### src/rtl/cache_ctrl_2way_pkg.sv
// Shared definitions for the 2-way set-associative write-back cache controller:
// address field layout, geometry and the sequencing FSM state encoding.
package cache_ctrl_2way_pkg;

    localparam int ADDR_BITS           = 10;
    localparam int DATA_BITS           = 32;
    localparam int CACHE_WORDS_PER_BLK = 4;
    localparam int CACHE_NUM_SETS      = 2;
    localparam int NUM_WAYS            = 2;

    localparam int WORD_LSB = 2;
    localparam int WORD_W   = 2;
    localparam int SET_LSB  = 4;
    localparam int SET_W    = 1;
    localparam int TAG_LSB  = 5;
    localparam int TAG_W    = 5;

    typedef enum logic [1:0] {
        IDLE      = 2'd0,
        LOOKUP    = 2'd1,
        WRITEBACK = 2'd2,
        REFILL    = 2'd3
    } state_t;

    // Word-aligned byte address of one word inside a block.
    function automatic logic [ADDR_BITS-1:0] blk_addr(
        input logic [TAG_W-1:0]  tag,
        input logic [SET_W-1:0]  set,
        input logic [WORD_W-1:0] word
    );
        return {tag, set, word, 2'b00};
    endfunction

endpackage

### src/rtl/cache_data_array.sv
// Cache data storage: ways x sets x words, one synchronous write port and one
// asynchronous read port. Contents are intentionally not reset.
module cache_data_array
    import cache_ctrl_2way_pkg::*;
#(
    parameter int DATA_W        = DATA_BITS,
    parameter int NUM_SETS      = CACHE_NUM_SETS,
    parameter int WORDS_PER_BLK = CACHE_WORDS_PER_BLK
) (
    input  logic              clock,
    input  logic              wr_en,
    input  logic              wr_way,
    input  logic [SET_W-1:0]  wr_set,
    input  logic [WORD_W-1:0] wr_word,
    input  logic [DATA_W-1:0] wr_data,
    input  logic              rd_way,
    input  logic [SET_W-1:0]  rd_set,
    input  logic [WORD_W-1:0] rd_word,
    output logic [DATA_W-1:0] rd_data
);

    logic [DATA_W-1:0] mem_r [NUM_WAYS][NUM_SETS][WORDS_PER_BLK];

    // Single synchronous write port.
    always_ff @(posedge clock) begin
        if (wr_en) begin
            mem_r[wr_way][wr_set][wr_word] <= wr_data;
        end
    end

    assign rd_data = mem_r[rd_way][rd_set][rd_word];

endmodule

### src/rtl/cache_ctrl_2way.sv
// Sequencing controller for a 2-way set-associative, write-back, write-allocate
// data cache: hit/miss resolution, dirty-victim write-back and block refill.
module cache_ctrl_2way
    import cache_ctrl_2way_pkg::*;
#(
    parameter int ADDR_W        = ADDR_BITS,
    parameter int DATA_W        = DATA_BITS,
    parameter int WORDS_PER_BLK = CACHE_WORDS_PER_BLK,
    parameter int NUM_SETS      = CACHE_NUM_SETS
) (
    input  logic              clock,
    input  logic              reset,
    input  logic              cpu_req,
    input  logic              cpu_we,
    input  logic [ADDR_W-1:0] cpu_addr,
    input  logic [DATA_W-1:0] cpu_wdata,
    output logic              cpu_ready,
    output logic [DATA_W-1:0] cpu_rdata,
    output logic              cpu_hit,
    output logic              mem_req,
    output logic              mem_we,
    output logic [ADDR_W-1:0] mem_addr,
    output logic [DATA_W-1:0] mem_wdata,
    input  logic              mem_ack,
    input  logic [DATA_W-1:0] mem_rdata
);

    localparam logic [WORD_W-1:0] LAST_WORD = WORD_W'(WORDS_PER_BLK - 1);

    state_t                                     state_r;
    logic                                       req_we_r;
    logic [TAG_W-1:0]                           req_tag_r;
    logic [SET_W-1:0]                           req_set_r;
    logic [WORD_W-1:0]                          req_word_r;
    logic [DATA_W-1:0]                          req_wdata_r;
    logic                                       miss_r;
    logic                                       victim_r;
    logic [WORD_W-1:0]                          cnt_r;
    logic [NUM_SETS-1:0][NUM_WAYS-1:0]          valid_r;
    logic [NUM_SETS-1:0][NUM_WAYS-1:0]          dirty_r;
    logic [NUM_SETS-1:0][NUM_WAYS-1:0][TAG_W-1:0] tag_r;
    logic [NUM_SETS-1:0]                        lru_r;

    logic [NUM_WAYS-1:0] hit_vec_s;
    logic                hit_s;
    logic                hit_way_s;
    logic                victim_sel_s;
    logic                victim_dirty_s;
    logic                mem_fire_s;
    logic [WORD_W-1:0]   next_cnt_s;
    logic                rd_way_s;
    logic [WORD_W-1:0]   rd_word_s;
    logic [DATA_W-1:0]   arr_rdata_s;
    logic                arr_we_s;
    logic                arr_way_s;
    logic [WORD_W-1:0]   arr_word_s;
    logic [DATA_W-1:0]   arr_wdata_s;
    logic                unused_addr_s;

    assign unused_addr_s = ^cpu_addr[WORD_LSB-1:0];
    assign mem_fire_s    = mem_req && mem_ack;
    assign next_cnt_s    = cnt_r + 2'd1;

    // Tag compare in both ways of the requested set and victim choice.
    always_comb begin
        hit_vec_s = '0;
        for (int w = 0; w < NUM_WAYS; w++) begin
            hit_vec_s[w] = valid_r[req_set_r][w] && (tag_r[req_set_r][w] == req_tag_r);
        end
        hit_s     = |hit_vec_s;
        hit_way_s = hit_vec_s[1];
        if (!valid_r[req_set_r][0]) begin
            victim_sel_s = 1'b0;
        end else if (!valid_r[req_set_r][1]) begin
            victim_sel_s = 1'b1;
        end else begin
            victim_sel_s = lru_r[req_set_r];
        end
        victim_dirty_s = valid_r[req_set_r][victim_sel_s] && dirty_r[req_set_r][victim_sel_s];
    end

    // Read port steering: hit word in LOOKUP, upcoming write-back word otherwise.
    always_comb begin
        rd_way_s  = victim_r;
        rd_word_s = cnt_r;
        case (state_r)
            LOOKUP: begin
                rd_way_s  = hit_s ? hit_way_s : victim_sel_s;
                rd_word_s = hit_s ? req_word_r : 2'd0;
            end
            WRITEBACK: begin
                rd_way_s  = victim_r;
                rd_word_s = next_cnt_s;
            end
            default: begin
                rd_way_s  = victim_r;
                rd_word_s = cnt_r;
            end
        endcase
    end

    // Write port steering: write hits and refill words.
    always_comb begin
        arr_we_s    = 1'b0;
        arr_way_s   = victim_r;
        arr_word_s  = cnt_r;
        arr_wdata_s = mem_rdata;
        case (state_r)
            LOOKUP: begin
                if (hit_s && req_we_r) begin
                    arr_we_s    = 1'b1;
                    arr_way_s   = hit_way_s;
                    arr_word_s  = req_word_r;
                    arr_wdata_s = req_wdata_r;
                end else begin
                    arr_we_s = 1'b0;
                end
            end
            REFILL: begin
                if (mem_fire_s) begin
                    arr_we_s = 1'b1;
                end else begin
                    arr_we_s = 1'b0;
                end
            end
            default: begin
                arr_we_s = 1'b0;
            end
        endcase
    end

    cache_data_array #(
        .DATA_W        (DATA_W),
        .NUM_SETS      (NUM_SETS),
        .WORDS_PER_BLK (WORDS_PER_BLK)
    ) u_data (
        .clock   (clock),
        .wr_en   (arr_we_s),
        .wr_way  (arr_way_s),
        .wr_set  (req_set_r),
        .wr_word (arr_word_s),
        .wr_data (arr_wdata_s),
        .rd_way  (rd_way_s),
        .rd_set  (req_set_r),
        .rd_word (rd_word_s),
        .rd_data (arr_rdata_s)
    );

    // Sequencing FSM with registered CPU and memory outputs.
    always_ff @(posedge clock) begin
        if (reset) begin
            state_r     <= IDLE;
            req_we_r    <= 1'b0;
            req_tag_r   <= '0;
            req_set_r   <= '0;
            req_word_r  <= '0;
            req_wdata_r <= '0;
            miss_r      <= 1'b0;
            victim_r    <= 1'b0;
            cnt_r       <= '0;
            valid_r     <= '0;
            dirty_r     <= '0;
            tag_r       <= '0;
            lru_r       <= '0;
            cpu_ready   <= 1'b0;
            cpu_rdata   <= '0;
            cpu_hit     <= 1'b0;
            mem_req     <= 1'b0;
            mem_we      <= 1'b0;
            mem_addr    <= '0;
            mem_wdata   <= '0;
        end else begin
            cpu_ready <= 1'b0;
            case (state_r)
                IDLE: begin
                    if (cpu_req) begin
                        req_we_r    <= cpu_we;
                        req_tag_r   <= cpu_addr[TAG_LSB +: TAG_W];
                        req_set_r   <= cpu_addr[SET_LSB +: SET_W];
                        req_word_r  <= cpu_addr[WORD_LSB +: WORD_W];
                        req_wdata_r <= cpu_wdata;
                        miss_r      <= 1'b0;
                        state_r     <= LOOKUP;
                    end
                end
                LOOKUP: begin
                    if (hit_s) begin
                        cpu_ready <= 1'b1;
                        cpu_hit   <= !miss_r;
                        cpu_rdata <= req_we_r ? req_wdata_r : arr_rdata_s;
                        if (req_we_r) begin
                            dirty_r[req_set_r][hit_way_s] <= 1'b1;
                        end
                        lru_r[req_set_r] <= ~hit_way_s;
                        state_r          <= IDLE;
                    end else begin
                        miss_r   <= 1'b1;
                        victim_r <= victim_sel_s;
                        cnt_r    <= '0;
                        mem_req  <= 1'b1;
                        if (victim_dirty_s) begin
                            mem_we    <= 1'b1;
                            mem_addr  <= blk_addr(tag_r[req_set_r][victim_sel_s], req_set_r, 2'd0);
                            mem_wdata <= arr_rdata_s;
                            state_r   <= WRITEBACK;
                        end else begin
                            mem_we    <= 1'b0;
                            mem_addr  <= blk_addr(req_tag_r, req_set_r, 2'd0);
                            mem_wdata <= '0;
                            state_r   <= REFILL;
                        end
                    end
                end
                WRITEBACK: begin
                    if (mem_fire_s) begin
                        if (cnt_r == LAST_WORD) begin
                            cnt_r                       <= '0;
                            dirty_r[req_set_r][victim_r] <= 1'b0;
                            mem_we                      <= 1'b0;
                            mem_addr                    <= blk_addr(req_tag_r, req_set_r, 2'd0);
                            mem_wdata                   <= '0;
                            state_r                     <= REFILL;
                        end else begin
                            cnt_r     <= next_cnt_s;
                            mem_addr  <= blk_addr(tag_r[req_set_r][victim_r], req_set_r, next_cnt_s);
                            mem_wdata <= arr_rdata_s;
                        end
                    end
                end
                REFILL: begin
                    if (mem_fire_s) begin
                        if (cnt_r == LAST_WORD) begin
                            cnt_r                        <= '0;
                            valid_r[req_set_r][victim_r] <= 1'b1;
                            dirty_r[req_set_r][victim_r] <= 1'b0;
                            tag_r[req_set_r][victim_r]   <= req_tag_r;
                            mem_req                      <= 1'b0;
                            state_r                      <= LOOKUP;
                        end else begin
                            cnt_r    <= next_cnt_s;
                            mem_addr <= blk_addr(req_tag_r, req_set_r, next_cnt_s);
                        end
                    end
                end
                default: begin
                    mem_req <= 1'b0;
                    state_r <= IDLE;
                end
            endcase
        end
    end

endmodule

### config.mk
export PLATFORM = sky130hd
export DESIGN_NAME = cache_ctrl_2way
export DESIGN_NICKNAME = d
export VERILOG_FILES = /design/src/rtl/cache_ctrl_2way_pkg.sv /design/src/rtl/cache_data_array.sv /design/src/rtl/cache_ctrl_2way.sv
export SDC_FILE = /design/constraint.sdc
export NUM_CORES = 1
export LEC_CHECK = 0
export BUFFER_PORTS_ARGS = -buffer_cell sky130_fd_sc_hd__buf_2
export CAP_MARGIN = 20
export CORE_AREA = 2 2 274 249
export CTS_CLUSTER_SIZE = 14
export DETAILED_ROUTE_END_ITERATION = 7
export DIE_AREA = 0 0 276 251
export SLEW_MARGIN = 10
export SYNTH_ARGS = -nofsm -noshare
export SYNTH_HDL_FRONTEND = slang
export SYNTH_HIERARCHICAL = 1
export SYNTH_SLANG_ARGS = --single-unit
### constraint.sdc
create_clock -name clock -period 17 [get_ports clock]
set_clock_uncertainty 0.05 [all_clocks]
set_input_delay 3.4 -clock clock [delete_from_list [all_inputs] [get_ports clock]]
set_output_delay 3.4 -clock clock [all_outputs]
set_load 0.03 [all_outputs]
# Word level (Yosys, flattened, before mapping)
# Memory sizes are Yosys's and may differ from the RTL's.
# Cells that the tools add are included.
dict set report classes {
  addsub 1
  order_cmp 12
  eq_ne 17
  n_mux 99
  bitwise 10
  n_reduce_logical 32
}
# operator count
set ops {}
lappend ops {{128-bit two-way mux} 4}
lappend ops {{32-bit two-way mux} 10}
lappend ops {{256-bit two-way mux} 1}
lappend ops {{128-bit demux with 1-bit select} 1}
lappend ops {{10-bit two-way mux} 9}
lappend ops {{32-bit binary-select mux with 2-bit select} 1}
lappend ops {{32-bit demux with 2-bit select} 1}
lappend ops {{32-bit case mux with 2 select lines} 1}
lappend ops {{2-bit two-way mux} 18}
lappend ops {{10-bit case mux with 3 select lines} 1}
lappend ops {{1-bit two-way mux} 26}
lappend ops {{5-bit two-way mux} 5}
lappend ops {{20-bit bitwise mux} 1}
lappend ops {{2-bit != test (second input constant)} 9}
lappend ops {{4-bit two-way mux} 4}
lappend ops {{5-bit AND reduction} 3}
lappend ops {{3-bit AND reduction} 4}
lappend ops {{10-bit demux with 1-bit select} 1}
lappend ops {{5-bit == test} 2}
lappend ops {{1-bit logical AND} 10}
lappend ops {{1-bit by 2-bit less-than comparator with 1-bit output (second input constant)} 4}
lappend ops {{4-bit bitwise OR} 2}
lappend ops {{1-bit case mux with 2 select lines} 4}
lappend ops {{2-bit case mux with 2 select lines} 2}
lappend ops {{27 further kinds} 47}
dict set report word_totals {
  reg_bits 155
  ramBits 512
  in_bits 79
  wordCells 197
  mem_count 1
}
# name words word_bits rd rd_ports_with_merged_regs wr line_no
set mem_list {}
lappend mem_list {u_data.mem_r 2 256 1 0 1 cache_data_array.sv:22} ;# logic [DATA_W-1:0] mem_r [NUM_WAYS][NUM_SETS][WORDS_PER_BLK];

# Logic depth before layout (Yosys ltp)
# Gate-level depths: netlist of the first run.
# An unclocked memory read counts as a cell.
dict set report depth {
  depth_word 17
  mapped_depth 17
}

# By module
# Netlist of the first run, hierarchy kept.
# mod instances cells_per_inst area_per_inst_um2 seq_area_each_um2
set by_module_without_submodules {}
lappend by_module_without_submodules {cache_data_array 1 811 19218.4 15374.7}
lappend by_module_without_submodules {cache_ctrl_2way 1 803 7199.4 3062.9}

# Worst setup path before layout of the first run
# OpenSTA, ideal clock, no wires.
dict set report synth_path {
  kind {input-to-reg}
  from {input port mem_ack}
  to {memory u_data/mem_r[0][224] in the netlist's numbering, enable pin}
  setup_time_ns 0.501
  arrival_ns 6.756
  required_time_ns 16.449
  setup_slack_ns 9.693
  stages 3
  path_cell_list {a31o_2 -> nand2b_1 -> nor4_1}
}
dict set report synth_between {
  elab_chain_len 5
}
# element line_no
set synth_lines {}
lappend synth_lines {{start: declaration} cache_ctrl_2way.sv:24} ;# input logic mem_ack,
lappend synth_lines {{1-bit logical AND} cache_ctrl_2way.sv:61} ;# assign mem_fire_s = mem_req && mem_ack;
lappend synth_lines {{1-bit two-way mux} cache_ctrl_2way.sv:120} ;# if (mem_fire_s) begin
lappend synth_lines {{1-bit case mux with 2 select lines} cache_ctrl_2way.sv:108} ;# case (state_r)
lappend synth_lines {{1-bit two-way mux} cache_data_array.sv:26} ;# if (wr_en) begin
lappend synth_lines {{256-bit two-way mux (implied by the code)} cache_data_array.sv:27} ;# mem_r[wr_way][wr_set][wr_word] <= wr_data;
lappend synth_lines {{end: declaration} cache_data_array.sv:22}
# Every way passes these cells.

# Worst setup path in the final report of the first run
dict set report layout_path {
  from {register req_set_r}
  to {register cpu_rdata[10]}
}
dict set report layout_between {
  elab_chain_len 15
}
# element line_no
set layout_lines {}
lappend layout_lines {{start: declaration} cache_ctrl_2way.sv:33} ;# logic [SET_W-1:0] req_set_r;
lappend layout_lines {{start signal: assignment} cache_ctrl_2way.sv:179} ;# req_set_r <= cpu_addr[SET_LSB +: SET_W];
lappend layout_lines {{10-bit two-way mux (implied by the code) (2 in series)} cache_ctrl_2way.sv:68} ;# hit_vec_s[w] = valid_r[req_set_r][w] && (tag_r[req_set_r][w] == req_tag_r);
lappend layout_lines {{5-bit == test} cache_ctrl_2way.sv:68}
lappend layout_lines {{1-bit logical AND} cache_ctrl_2way.sv:68}
lappend layout_lines {{2-bit OR reduction} cache_ctrl_2way.sv:70} ;# hit_s = |hit_vec_s;
lappend layout_lines {{1-bit two-way mux *} cache_ctrl_2way.sv:88} ;# rd_way_s = hit_s ? hit_way_s : victim_sel_s;
lappend layout_lines {{1-bit two-way mux *} cache_ctrl_2way.sv:86} ;# case (state_r)
lappend layout_lines {{via rd_way_s} cache_ctrl_2way.sv:51} ;# logic rd_way_s;
lappend layout_lines {{memory 2 x 256 bit *} n/a}
lappend layout_lines {{128-bit two-way mux (implied by the code) * (3 in series)} cache_data_array.sv:31} ;# assign rd_data = mem_r[rd_way][rd_set][rd_word];
lappend layout_lines {{32-bit binary-select mux with 2-bit select *} cache_data_array.sv:31}
lappend layout_lines {{32-bit two-way mux (implied by the code) * (2 in series)} cache_data_array.sv:31}
lappend layout_lines {{via arr_rdata_s[10]} cache_ctrl_2way.sv:53} ;# logic [DATA_W-1:0] arr_rdata_s;
lappend layout_lines {{32-bit two-way mux *} cache_ctrl_2way.sv:190} ;# cpu_rdata <= req_we_r ? req_wdata_r : arr_rdata_s;
lappend layout_lines {{end signal: assignment} cache_ctrl_2way.sv:190}
lappend layout_lines {{end: declaration} cache_ctrl_2way.sv:18} ;# output logic [DATA_W-1:0] cpu_rdata,
# The timed path passes the listed nets; every way through them passes the cells marked *. The select of a mux whose other input is x is not followed.
# A chain may end at the register's enable or synchronous reset.

==> results by stage, run 1 <==
Die:
- The core region area is ~66,000 um2.
- The floorplan has 90 rows.
- In this run the vertical extent of the chip is roughly 250 um.
- The area of the die is 69,300 um2.
- The effective utilization at floorplan is 0.398.
- The count of pins on the block boundary is approximately 160.
- From left edge to right edge, the die measures around 280 um.

Timing:
- The worst-case headroom to the max-slew limit is 0.280.
- The final-report max-slew violation count is 0.
- The worst path needs about 6.6 ns of the cycle, external delays included.
- At the pin with the least slew margin, the transition time is approximately 1.1 ns.
- The slack of the critical path is around 10 ns.
- Timing would allow up to around 150 MHz.
- Setup repair after global routing left no endpoint under its margin.
- The final setup violation count is 0.
- The final cycle utilization of the critical path is 0.388.
- Hold is met by ~0.4 ns.
- In the final timing run, aggregate negative setup slack is 0 ns.
- The final hold violation count is 0.

Placed design:
- Input and output buffers added on the ports amount to about 150.
- Once detailed placement completed, the half-perimeter wirelength came to around 36,000 um.
- The routability congestion estimate is ~0.81.
- The worst setup slack after placement is approximately 10 ns.

Critical path:
- By startpoint and endpoint, the worst setup path is classified as flip-flop to flip-flop.
- The arrival time reported for the critical path endpoint is ~7 ns.
- STA classifies the critical path endpoint as a flip-flop.
- The highest net fanout along the worst path is 66.
- The reg-to-reg critical path endpoint is cpu_rdata[10].
- The number of cells on the worst reg-to-reg path is 14.
- In this run the critical register-to-register path is launched from req_set_r.
- The worst setup path is launched from a flip-flop.
- At the worst endpoint, the required time is roughly 17 ns.
- The first element of the critical path is req_set_r.
- The internal reg-to-reg setup slack is 10.40 ns.

Hold path:
- Counting instances, the worst hold path has a depth of 2.
- The class of the worst hold path is flip-flop to flip-flop.
- The startpoint identified for the worst hold timing path is mem_wdata[25].
- The end point of the most critical hold path is mem_wdata[25].

Synth:
- In the synthesized netlist, the number of instances is 1,614.
- Summed over all instances, the cell type with the most area after synthesis is sky130_fd_sc_hd__edfxtp_1.
- In the synthesized netlist, the cells that appear most often are sky130_fd_sc_hd__edfxtp_1 (512), sky130_fd_sc_hd__nand2_1 (197), sky130_fd_sc_hd__dfxtp_1 (153).
- The number of distinct library cells after synthesis is 60.
- The dominant synthesized flop cell is sky130_fd_sc_hd__edfxtp_1.
- The most frequent cell after synthesis is sky130_fd_sc_hd__edfxtp_1.
- The number of enable flip-flop cells after synthesis is ~500.
- After synthesis, the cell types taking the most area are sky130_fd_sc_hd__edfxtp_1 (58%), sky130_fd_sc_hd__dfxtp_1 (12%), sky130_fd_sc_hd__mux4_2 (11%).
- The cell area after synthesis is approximately 26,000 um2.
- The per-instance average area after synthesis is between 15 and 20 um2.
- The async set-or-reset flop fraction in the synthesized netlist is 0.
- The area share of the leading cell type in the synthesized netlist is 0.582.
- Yosys printed 6 warnings.
- Counting flops and latches in the post-synthesis netlist gives 665.
- For this run, the register share of the synthesized area comes to 0.698.

CTS:
- The number of gates resized after cts is 0.
- The clock passes through at most 3 buffers.
- The total number of H-tree levels is 3.
- In this run, post-CTS hold repair placed 0 buffers.
- The clock tree from TritonCTS is done.
- The post-CTS setup-driven buffer insertion count is 0.
- The CTS buffer count is 70.
- The clock tree root buffer cell is sky130_fd_sc_hd__clkbuf_16.
- The number of sinks on the clock net is roughly 670.
- The later pin in the worst-skew pair is clocked with a latency of ~0.6 ns.
- The clock transition time at the flip-flop clock pins of the worst setup and hold paths is ~0.060 ns.

Routing:
- The first-iteration detailed-routing DRC count is about 1,200.
- The post-detailed-route count of antenna-violating nets is 0.
- After detailed routing, the number of remaining DRC violations is 9.
- The final layout contains routed wiring with a total length of 65,700 um.
- For this run, the detailed router's first-pass iteration total came to 8.
- Dividing the detail-routed via count by the number of cells gives roughly 5.6.
- The detailed router placed between 15,000 and 20,000 vias in this run.
- The final routed wire length divided by cell count is 24.4 um.

GRT:
- The total global routing track utilization is 0.189.
- The number of antenna violations at the first check in global routing is 2.
- The largest net degree at the start of global routing is 80.
- The global-route wire length before repair is a little under 100,000 um.
- The via count of the first global-routing pass is 15,100.
- The total overflow left after global routing is 0.

Status:
- The final reports fail on design-rule violations.
- The run finished, with violations left.

Flow run:
- The number of maximum-capacitance constraint violations is 0.

Layout:
- The number of antenna cells inserted is 0.
- For this run, the post-layout net count is around 1,800.
- The fraction of final layout cells sized beyond drive strength 1 is 0.262.
- The relative area change from synthesis to final layout is 15.3%.
- Fill cells in the final layout number about 6,000.

Power and ir drop:
- The total design power is 4100 uW.
- IR analysis of the VDD net gives a maximum drop of approximately 0.07 mV.
- The power density of the placed cells is 135 nW/um2.
- For this design the static power due to leakage is between 0.01 and 0.015 uW.
## kinds of logic after synthesis
logic type	share of synthesized area
DFF	0.698
and+or+nand+nor	0.0584
muxes	0.162
AOI/OAI and AO/OA	0.0548
buffers and inverters	0.0217
xor gates and xnor gates	0.00294
adders and majority gates	0.00237
other	0.000142
## worst max path at each step
stage / cells past startpoint / to / slack [ns]
2_1_floorplan: 3 / u_data/mem_r[0][224] / 9.69
3_3_place_gp: 14 / cpu_rdata[18] / 10.32
3_5_place_dp: 14 / cpu_rdata[18] / 10.20
4_1_cts: 14 / cpu_rdata[18] / 10.22
5_1_grt: 14 / cpu_rdata[18] / 9.75
6_report: 14 / cpu_rdata[10] / 10.40
## metrics by stage
step                cell area [um2]  std cells   util
floorplan                     26400       1615      -
global placement              28200       2566  0.424
detailed placement            28200       2566  0.424
CTS                           30500       2694  0.458
global route                  30500       2694  0.458
finish                        30500       2694  0.458
## area by class of cell
| type | count | area [um2] | area share |
|---|---|---|---|
| Clock buffer | 103 | 2030 | 0.0666 |
| Clock inverter | 25 | 260 | 0.00855 |
| Inverter | 9 | 33.8 | 0.00111 |
| Multi-Input combinational cell | 830 | 7560 | 0.248 |
| Sequential cell | 665 | 18400 | 0.606 |
| Tap cell | 874 | 1090 | 0.0359 |
| Timing Repair Buffer | 188 | 1030 | 0.0339 |
## cell usage in the layout, fill, tap and decap left out, drive strengths merged, types with 3 or more instances in the layout
cell    instances
a211oi         35
o21ai          11
nor3b           4
nand3           9
nor4            9
bufinv          4
nand2         197
inv            15
a22oi          66
nor2b           6
and3            3
nand2b         10
xor2            8
a32o            5
or2             3
a222oi          5
buf           188
mux2           42
edfxtp        512
and2            3
a21oi          56
or4             4
nor2           84
a31o            8
clkinv         14
nor3           12
dfxtp         153
mux4          128
clkbuf        103
ha              5
mux2i          90
## per-layer routing
metal  part of all wire  GRT usage
met5                  0          0
met3              0.072     0.0387
met4              0.015     0.0439
met1               0.44      0.266
met2               0.47      0.305
## sequential cells by signal, indices dropped and copies added (netlist names), 2 cells and up
signal	flops
cpu_rdata	32
req_wdata_r	32
mem_wdata	32
mem_addr	8
req_word_r	2
state_r	2
lru_r	2
u_data/mem_r	512
req_tag_r	5
cnt_r	2
dirty_r	4
valid_r	4
tag_r	20
## critical path, stage by stage, from the launching register on
cell and delay, ns:
sky130_fd_sc_hd__dfxtp_4 0.91, sky130_fd_sc_hd__buf_4 0.80, sky130_fd_sc_hd__nand2_1 0.18, sky130_fd_sc_hd__o22ai_1 0.21, sky130_fd_sc_hd__o21ai_0 0.20, sky130_fd_sc_hd__nor2_1 0.35
sky130_fd_sc_hd__a21oi_1 0.13, sky130_fd_sc_hd__a21oi_4 0.67, sky130_fd_sc_hd__buf_4 0.81, sky130_fd_sc_hd__buf_4 0.74, sky130_fd_sc_hd__mux4_2 0.58, sky130_fd_sc_hd__a22oi_1 0.23
sky130_fd_sc_hd__nand2_1 0.20, sky130_fd_sc_hd__mux2i_1 0.19, sky130_fd_sc_hd__a211oi_1 0.10
## power by group
part | switching, uW | internal [uW]
logic | 466 | 297
clock network | 630 | 894
registers | 33.1 | 1780
total | 1130 | 2970
No activity file was read; power rests on OpenSTA's default activity.
==> run 2: changes to the inputs <==
clock period = 6.85 ns   (was 17 ns; I/O delays follow)
==> run 2 against run 1 <==
  * The run still ends with design-rule violations left
  * Fmax increased by 31%
  * First-iteration DRC count decreased by 2.6%
  * Clock power up 140%
  * Cell count increased by 0.48%
  * Critical endpoint is now cpu_rdata[31]
==> results by stage, run 2 (same netlist as run 1, synthesis figures left out) <==
GRT:
- The global-route wire length before repair is around 100,000 um.
- For this run, global-route usage on met2 was measured as 0.299.
- In this run the most used layer during global routing was met2.
- In the global route stage, overall resource usage came out at 0.190.
- The overall overflow remaining after global route is 0.
- The met3 global-route usage is 0.0393.
- The largest net degree at the start of global routing is 80.
- The via count of the first global-routing pass is 15,200.
- The number of antenna violations at the first check in global routing was 0.
- The met1 track utilization from global routing is 0.269.

Critical path:
- The startpoint of the most critical register-to-register path is req_set_r.
- STA classifies the critical path startpoint as a flip-flop.
- The worst setup path is captured at a flip-flop.
- The reg-to-reg critical path endpoint is cpu_rdata[31].
- The data required time at the worst endpoint is roughly 7.2 ns.
- The termination of the worst setup path is cpu_rdata[31].
- The critical setup path kind is flip-flop to flip-flop.
- The highest net fanout along the worst path is slightly below 50.
- The first element of the critical path is req_set_r.
- The number of cells traversed by the worst register-to-register path is 13.
- Across all register-to-register paths, the minimum setup slack is 1.81 ns.
- The arrival time reported for the critical path endpoint is 5.41 ns.

CTS:
- The quantity of hold-fixing buffers added after cts is 0.
- In this run the number of H-tree levels came out at 3.
- The CTS buffer count is 70.
- The clock passes through at most 3 buffers.
- The clock transition time at the flip-flop clock pins of the worst setup and hold paths is 0.06 ns.
- The number of sinks on the clock net is between 600 and 700.
- The clock tree from TritonCTS is done.
- The cell sitting at the root of the clock tree is a sky130_fd_sc_hd__clkbuf_16.
- The worst-skew pair later-pin latency is roughly 0.60 ns.
- The post-CTS setup-driven buffer insertion count is 0.
- The number of gates resized after CTS was 0.

Timing:
- Dividing the final minimum period by the clock period gives 0.736.
- The final hold violation count was 0.
- For the pin with the worst max-slew slack, the measured transition is around 1.1 ns.
- Setup repair after global routing left no endpoint under its margin.
- The final setup violation count is 0.
- The slack of the critical path is between 1.5 and 2 ns.
- The final-report max-slew violation count is 0.
- The worst-case headroom to the max-slew limit is 0.260.
- The upper clock frequency limit is approximately 200 MHz.
- The total negative slack is 0 ns.
- The worst path needs between 5 and 6 ns of the cycle, external delays included.

Placed design:
- The instance area after placement is 28,300 um2.
- In this run the tool buffered the top-level ports with approximately 150 buffer cells.
- The routability congestion estimate is a little over 0.8.
- The sum of net half-perimeters after detailed placement is 38,000 um.
- Prior to clock tree synthesis, the placed netlist has a worst setup slack of 1.78 ns.

Die:
- The core region area is approximately 66,000 um2.
- The width of the chip is between 200 and 300 um.
- The die covers slightly below 70,000 um2.
- The initial utilization of the core area, before any placement, comes to 0.398.
- between 150 and 200 I/O pins were placed.
- The count of standard-cell rows is 90.
- In this run the vertical extent of the chip is roughly 250 um.

Routing:
- In the routed layout, each cell is associated on average with a via count of between 5 and 6.
- Dividing the detail-routed wire length by the instance count gives about 24 um.
- The via count is 15,000.
- After the first detailed-routing iteration, the DRC count stood at about 1,200.
- The post-detailed-routing wire length is roughly 66,000 um.
- Before antenna repair, the detailed router went through 7 iterations.
- The detailed-route DRC error count is 9.
- Once detail routing completed, the nets flagged for antenna violations numbered 0.

Layout:
- The largest register by flop count is u_data/mem_r.
- The library cell used most frequently in the layout, excluding fill and tap cells, is sky130_fd_sc_hd__edfxtp_1.
- The count of nets after finishing is 1,861.
- The finished cells cover a little over 30,000 um2.
- The flip-flop count of the largest register, all copies and words added is about 510.
- The relative area change from synthesis to final layout is 15.7%.
- The count of fill cells added during filler insertion is between 5,000 and 6,000.
- The top cell types in the final layout, fill and taps aside, are sky130_fd_sc_hd__edfxtp_1 (512), sky130_fd_sc_hd__nand2_1 (196), sky130_fd_sc_hd__dfxtp_1 (151), sky130_fd_sc_hd__buf_2 (151), sky130_fd_sc_hd__mux4_2 (128).
- In the final layout, the share of cells above drive strength 1 is 0.267.
- The number of antenna cells inserted is 0.
- The core occupancy in the finished layout is 0.460.

Flow run:
- The number of maximum-capacitance constraint violations is 0.

Status:
- The flow ran to the end, but the final reports show violations.
- The checks that failed: design-rule violations.

Power and ir drop:
- Across the VDD grid, the largest voltage drop is roughly 0.16 mV.
- For this design the static power due to leakage is around 0.010 uW.
- The power density of the placed cells is about 330 nW/um2.

Hold path:
- The min-delay analysis places its worst path in the category flip-flop to flip-flop.
[run 2: cell count changes in the layout (fill, tap and decap cells not counted), sizes merged]
cell / previous run / this run
clkinv: 14 / 26
buf: 188 / 201
bufinv: 4 / 5
clkbuf: 103 / 92
inv: 15 / 13
[run 2: report_power, final]
group	internal, uW	switching [uW]
sequential	4410	71.9
clock	2170	1540
combinational	759	1170
total	7340	2780
[run 2: layout make-up]
class                   instances  area [um2]  share of cell area
clock buffers                  92        1920              0.0627
multi-input cells             830        7590               0.249
flip-flops and latches        665       18400               0.604
clock inverters                36         319              0.0104
inverters                       9        33.8             0.00111
well taps                     874        1090              0.0358
repair buffers                201        1160              0.0378
[run 2: how the worst min path moves through the flow]
stage	startpoint	endpoint	slack [ns]	depth (start not counted)
after floorplan	valid_r[0]	valid_r[0]	0.39	2
after global placement	mem_wdata[18]	mem_wdata[18]	0.39	2
after detailed placement	mem_wdata[6]	mem_wdata[6]	0.39	2
after CTS	mem_wdata[7]	mem_wdata[7]	0.41	2
after global routing	mem_wdata[18]	mem_wdata[18]	0.42	2
final	mem_wdata[16]	mem_wdata[16]	0.41	2
[run 2: worst max-delay path, cell delays in order, from the launching register on]
cell	delay, ns
sky130_fd_sc_hd__dfxtp_4	0.76
sky130_fd_sc_hd__mux2_4	0.37
sky130_fd_sc_hd__xor2_1	0.18
sky130_fd_sc_hd__or4_4	0.60
sky130_fd_sc_hd__nor2_1	0.28
sky130_fd_sc_hd__a21oi_1	0.12
sky130_fd_sc_hd__a21oi_4	0.50
sky130_fd_sc_hd__buf_4	0.33
sky130_fd_sc_hd__buf_4	0.32
sky130_fd_sc_hd__mux4_2	0.55
sky130_fd_sc_hd__a22oi_1	0.18
sky130_fd_sc_hd__nand2_1	0.12
sky130_fd_sc_hd__mux2i_1	0.33
sky130_fd_sc_hd__a211oi_1	0.13
[run 2: through the flow]
step | power, uW | cells | hold slack [ns]
CTS | 10200 | 2707 | 0.408
floorplan | 5920 | 1615 | 0.388
global placement | 6500 | 2579 | 0.392
finish | 10100 | 2707 | 0.406
detailed placement | 6520 | 2579 | 0.393
global route | 10500 | 2707 | 0.422
[run 2: routing by layer]
metal  vias to the layer above  routed length, um
met5                         -                  0
met4                         0               1470
met1                      7763              28800
li1                       6612                  -
met3                        98               4760
met2                       571              30500
==> run 3: changes to the inputs <==
clock period = 4.1 ns   (was 6.85 ns; I/O delays follow)
==> run 3 against run 2 <==
  * Largest power group unchanged
  * The run still ends with design-rule violations left
  * Sequential power increased by 67%
  * Core utilization rose by 1.5 points
  * Cell count increased by 1.9%
  * Critical path depth unchanged
  * Routed wire length up 1.8%
==> results by stage, run 3 (same netlist as run 1, synthesis figures left out) <==
Timing:
- At the pin with the least slew margin, the transition time is around 1.1 ns.
- The smallest clock period supported by the final layout is computed as about 4.0 ns.
- The final-report max-slew violation count is 0.
- The final cycle utilization of the critical path is 0.977.
- The worst-case headroom to the max-slew limit is 0.288.
- The final hold violation count was 0.
- Based on the critical path, the design can be clocked at up to about 250 MHz.
- The slack of the critical path is 0.0961 ns.
- The final setup violation count is 0.

Routing:
- The met1 routed wirelength after detailed routing is 29,900 um.
- The via count is roughly 15,000.
- The first detailed-routing pass took 7 iterations.
- The sum of met2 wire segment lengths after detailed routing is a little over 30,000 um.
- For this run, design rule violations remaining after detail routing come to 18.
- The post-detailed-routing wire length is approximately 67,000 um.
- Summed over all nets, wire length on met3 after detailed routing comes to 4210 um.
- The first-iteration detailed-routing DRC count is around 1,400.
- The routed via count divided by cell count is approximately 5.5.
- The uppermost signal routing layer after detailed routing is met4.
- The post-detailed-route count of antenna-violating nets is 0.
- After detailed routing, the average wire length per cell comes to between 20 and 25 um.

Die:
- The die covers 69,300 um2.
- The count of standard-cell rows is 90.
- The width of the chip is around 280 um.
- In this run the vertical extent of the chip is ~250 um.
- between 150 and 200 I/O pins were placed.
- The effective utilization at floorplan is 0.398.
- The core region area is roughly 66,000 um2.

GRT:
- Entering global routing, the biggest net connects 71 pins.
- The global-route wire length before repair is slightly below 100,000 um.
- The via count of the first global-routing pass came to approximately 15,000.
- For this run the aggregate overflow at the end of global routing stands at 0.
- In the global route stage, overall resource usage came out at 0.192.
- The number of antenna violations at the first check in global routing is 0.

Critical path:
- STA classifies the critical path endpoint as a flip-flop.
- Of all nets on the critical path, the largest fanout is 13.
- STA classifies the critical path startpoint as a flip-flop.
- The data required time at the worst endpoint is 4.58 ns.
- The critical setup path kind is flip-flop to flip-flop.
- The internal reg-to-reg setup slack is ~0.096 ns.
- Data arrives at the worst endpoint at between 4 and 5 ns.

Placed design:
- The number of port buffers is about 150.
- The instance area after placement is about 29,000 um2.
- The worst setup slack after placement is 0.100 ns.
- Routability-driven placement finished with a final weighted congestion of ~0.84.
- The sum of net half-perimeters after detailed placement is between 30,000 and 40,000 um.

Layout:
- The relative area change from synthesis to final layout is 19.4%.
- The library cells used most frequently in the layout, excluding fill and tap cells, are sky130_fd_sc_hd__edfxtp_1 (512), sky130_fd_sc_hd__nand2_1 (196), sky130_fd_sc_hd__dfxtp_1 (151), sky130_fd_sc_hd__buf_2 (151), sky130_fd_sc_hd__mux4_2 (128).
- The count of nets after finishing is 1,911.
- The largest register by flop count is u_data/mem_r.
- The final non-filler cell area is roughly 32,000 um2.
- Leaving out fill and tap cells, the most frequent cell in the layout is sky130_fd_sc_hd__edfxtp_1.
- The filler cells instantiated in the layout total approximately 5,700.
- The fraction of final layout cells sized beyond drive strength 1 is 0.289.
- The register with the most flip-flops in the layout has 512 of them.

Flow run:
- The number of maximum-capacitance constraint violations is 0.

CTS:
- The clock transition time at the flip-flop clock pins of the worst setup and hold paths is around 0.060 ns.
- TritonCTS built the clock tree.
- The H-tree was split into 3 levels.
- For the worst-skew pair, the clock arrives at the later sink with an insertion delay of between 0.6 and 0.7 ns.
- The clock tree root buffer cell is sky130_fd_sc_hd__clkbuf_16.
- The quantity of hold-fixing buffers added after cts is 0.
- The tree built by TritonCTS fans out to ~670 sinks.
- The largest buffer count on any clock path is 3.
- The CTS buffer count is just over 70.

Power and ir drop:
- The power density of the placed cells is 565 nW/um2.
- Across the VDD grid, the largest voltage drop is 0.343 mV.
- The total leakage power is 0.0105 uW.
- The total design power is 17,800 uW.

Status:
- The run finished, with violations left.
- The final reports fail on design-rule violations.

Hold path:
- The path class of the tightest hold or removal check is input port to flip-flop.
[run 3: cell type report]
class	count	area, um2	area share
Multi-Input combinational cell	831	7650	0.243
Tap cell	874	1090	0.0347
Inverter	9	33.8	0.00107
Antenna cell	1	2.50	0.0000794
Clock buffer	82	1820	0.0577
Clock inverter	47	601	0.0190
Timing Repair Buffer	249	1890	0.0600
Sequential cell	665	18400	0.585
[run 3: final timing paths]
check,endpoint,depth (start not counted),from
hold reg to reg,mem_wdata[1],2,mem_wdata[1]
hold / removal,req_wdata_r[7],3,cpu_wdata[7]
setup reg to reg,cpu_rdata[11],13,req_set_r
setup / recovery,cpu_rdata[11],13,req_set_r
[run 3: critical path, stage by stage (launching register included)]
cell	delay, ns
sky130_fd_sc_hd__dfxtp_4	0.44
sky130_fd_sc_hd__buf_4	0.14
sky130_fd_sc_hd__mux2_4	0.32
sky130_fd_sc_hd__xor2_2	0.17
sky130_fd_sc_hd__nor4_4	0.40
sky130_fd_sc_hd__a22o_4	0.21
sky130_fd_sc_hd__a21oi_1	0.08
sky130_fd_sc_hd__nor2_1	0.35
sky130_fd_sc_hd__nor2b_4	0.74
sky130_fd_sc_hd__buf_4	0.33
sky130_fd_sc_hd__a22oi_1	0.09
sky130_fd_sc_hd__nand2_1	0.20
sky130_fd_sc_hd__mux2i_1	0.12
sky130_fd_sc_hd__a211oi_1	0.27
[run 3: power by group]
| group | leakage (uW) | switching (uW) | internal, uW |
|---|---|---|---|
| Clock | 0.00116 | 2740 | 3920 |
| Sequential | 0.00584 | 104 | 7370 |
| Combinational | 0.00350 | 2110 | 1570 |
| Total | 0.0105 | 4940 | 12900 |
[run 3: what timing repair did]
| action | 4_1_cts | 5_1_grt |
|---|---|---|
| endpoints found under the setup margin | 0 | 29 |
| gates resized for setup | 0 | 6 |
| setup buffers | 0 | 8 |
| hold endpoints to repair | 0 | 0 |
[run 3: layer usage]
| metal | track usage | vias to the layer above |
|---|---|---|
| met3 | 0.0356 | 101 |
| met4 | 0.0526 | 0 |
| li1 | - | 6737 |
| met2 | 0.305 | 512 |
| met5 | 0 | - |
| met1 | 0.272 | 7956 |
[run 3: stage by stage]
| stage | setup TNS (ns) | util | instances | hold slack, ns |
|---|---|---|---|---|
| after CTS | 0 | 0.473 | 2747 | 0.342 |
| after detailed placement | 0 | 0.436 | 2618 | 0.393 |
| after floorplan | -30.02 | - | 1615 | 0.388 |
| final | 0 | 0.475 | 2758 | 0.376 |
| after global placement | 0 | 0.436 | 2618 | 0.392 |
| after global routing | -0.0212 | 0.475 | 2757 | 0.362 |
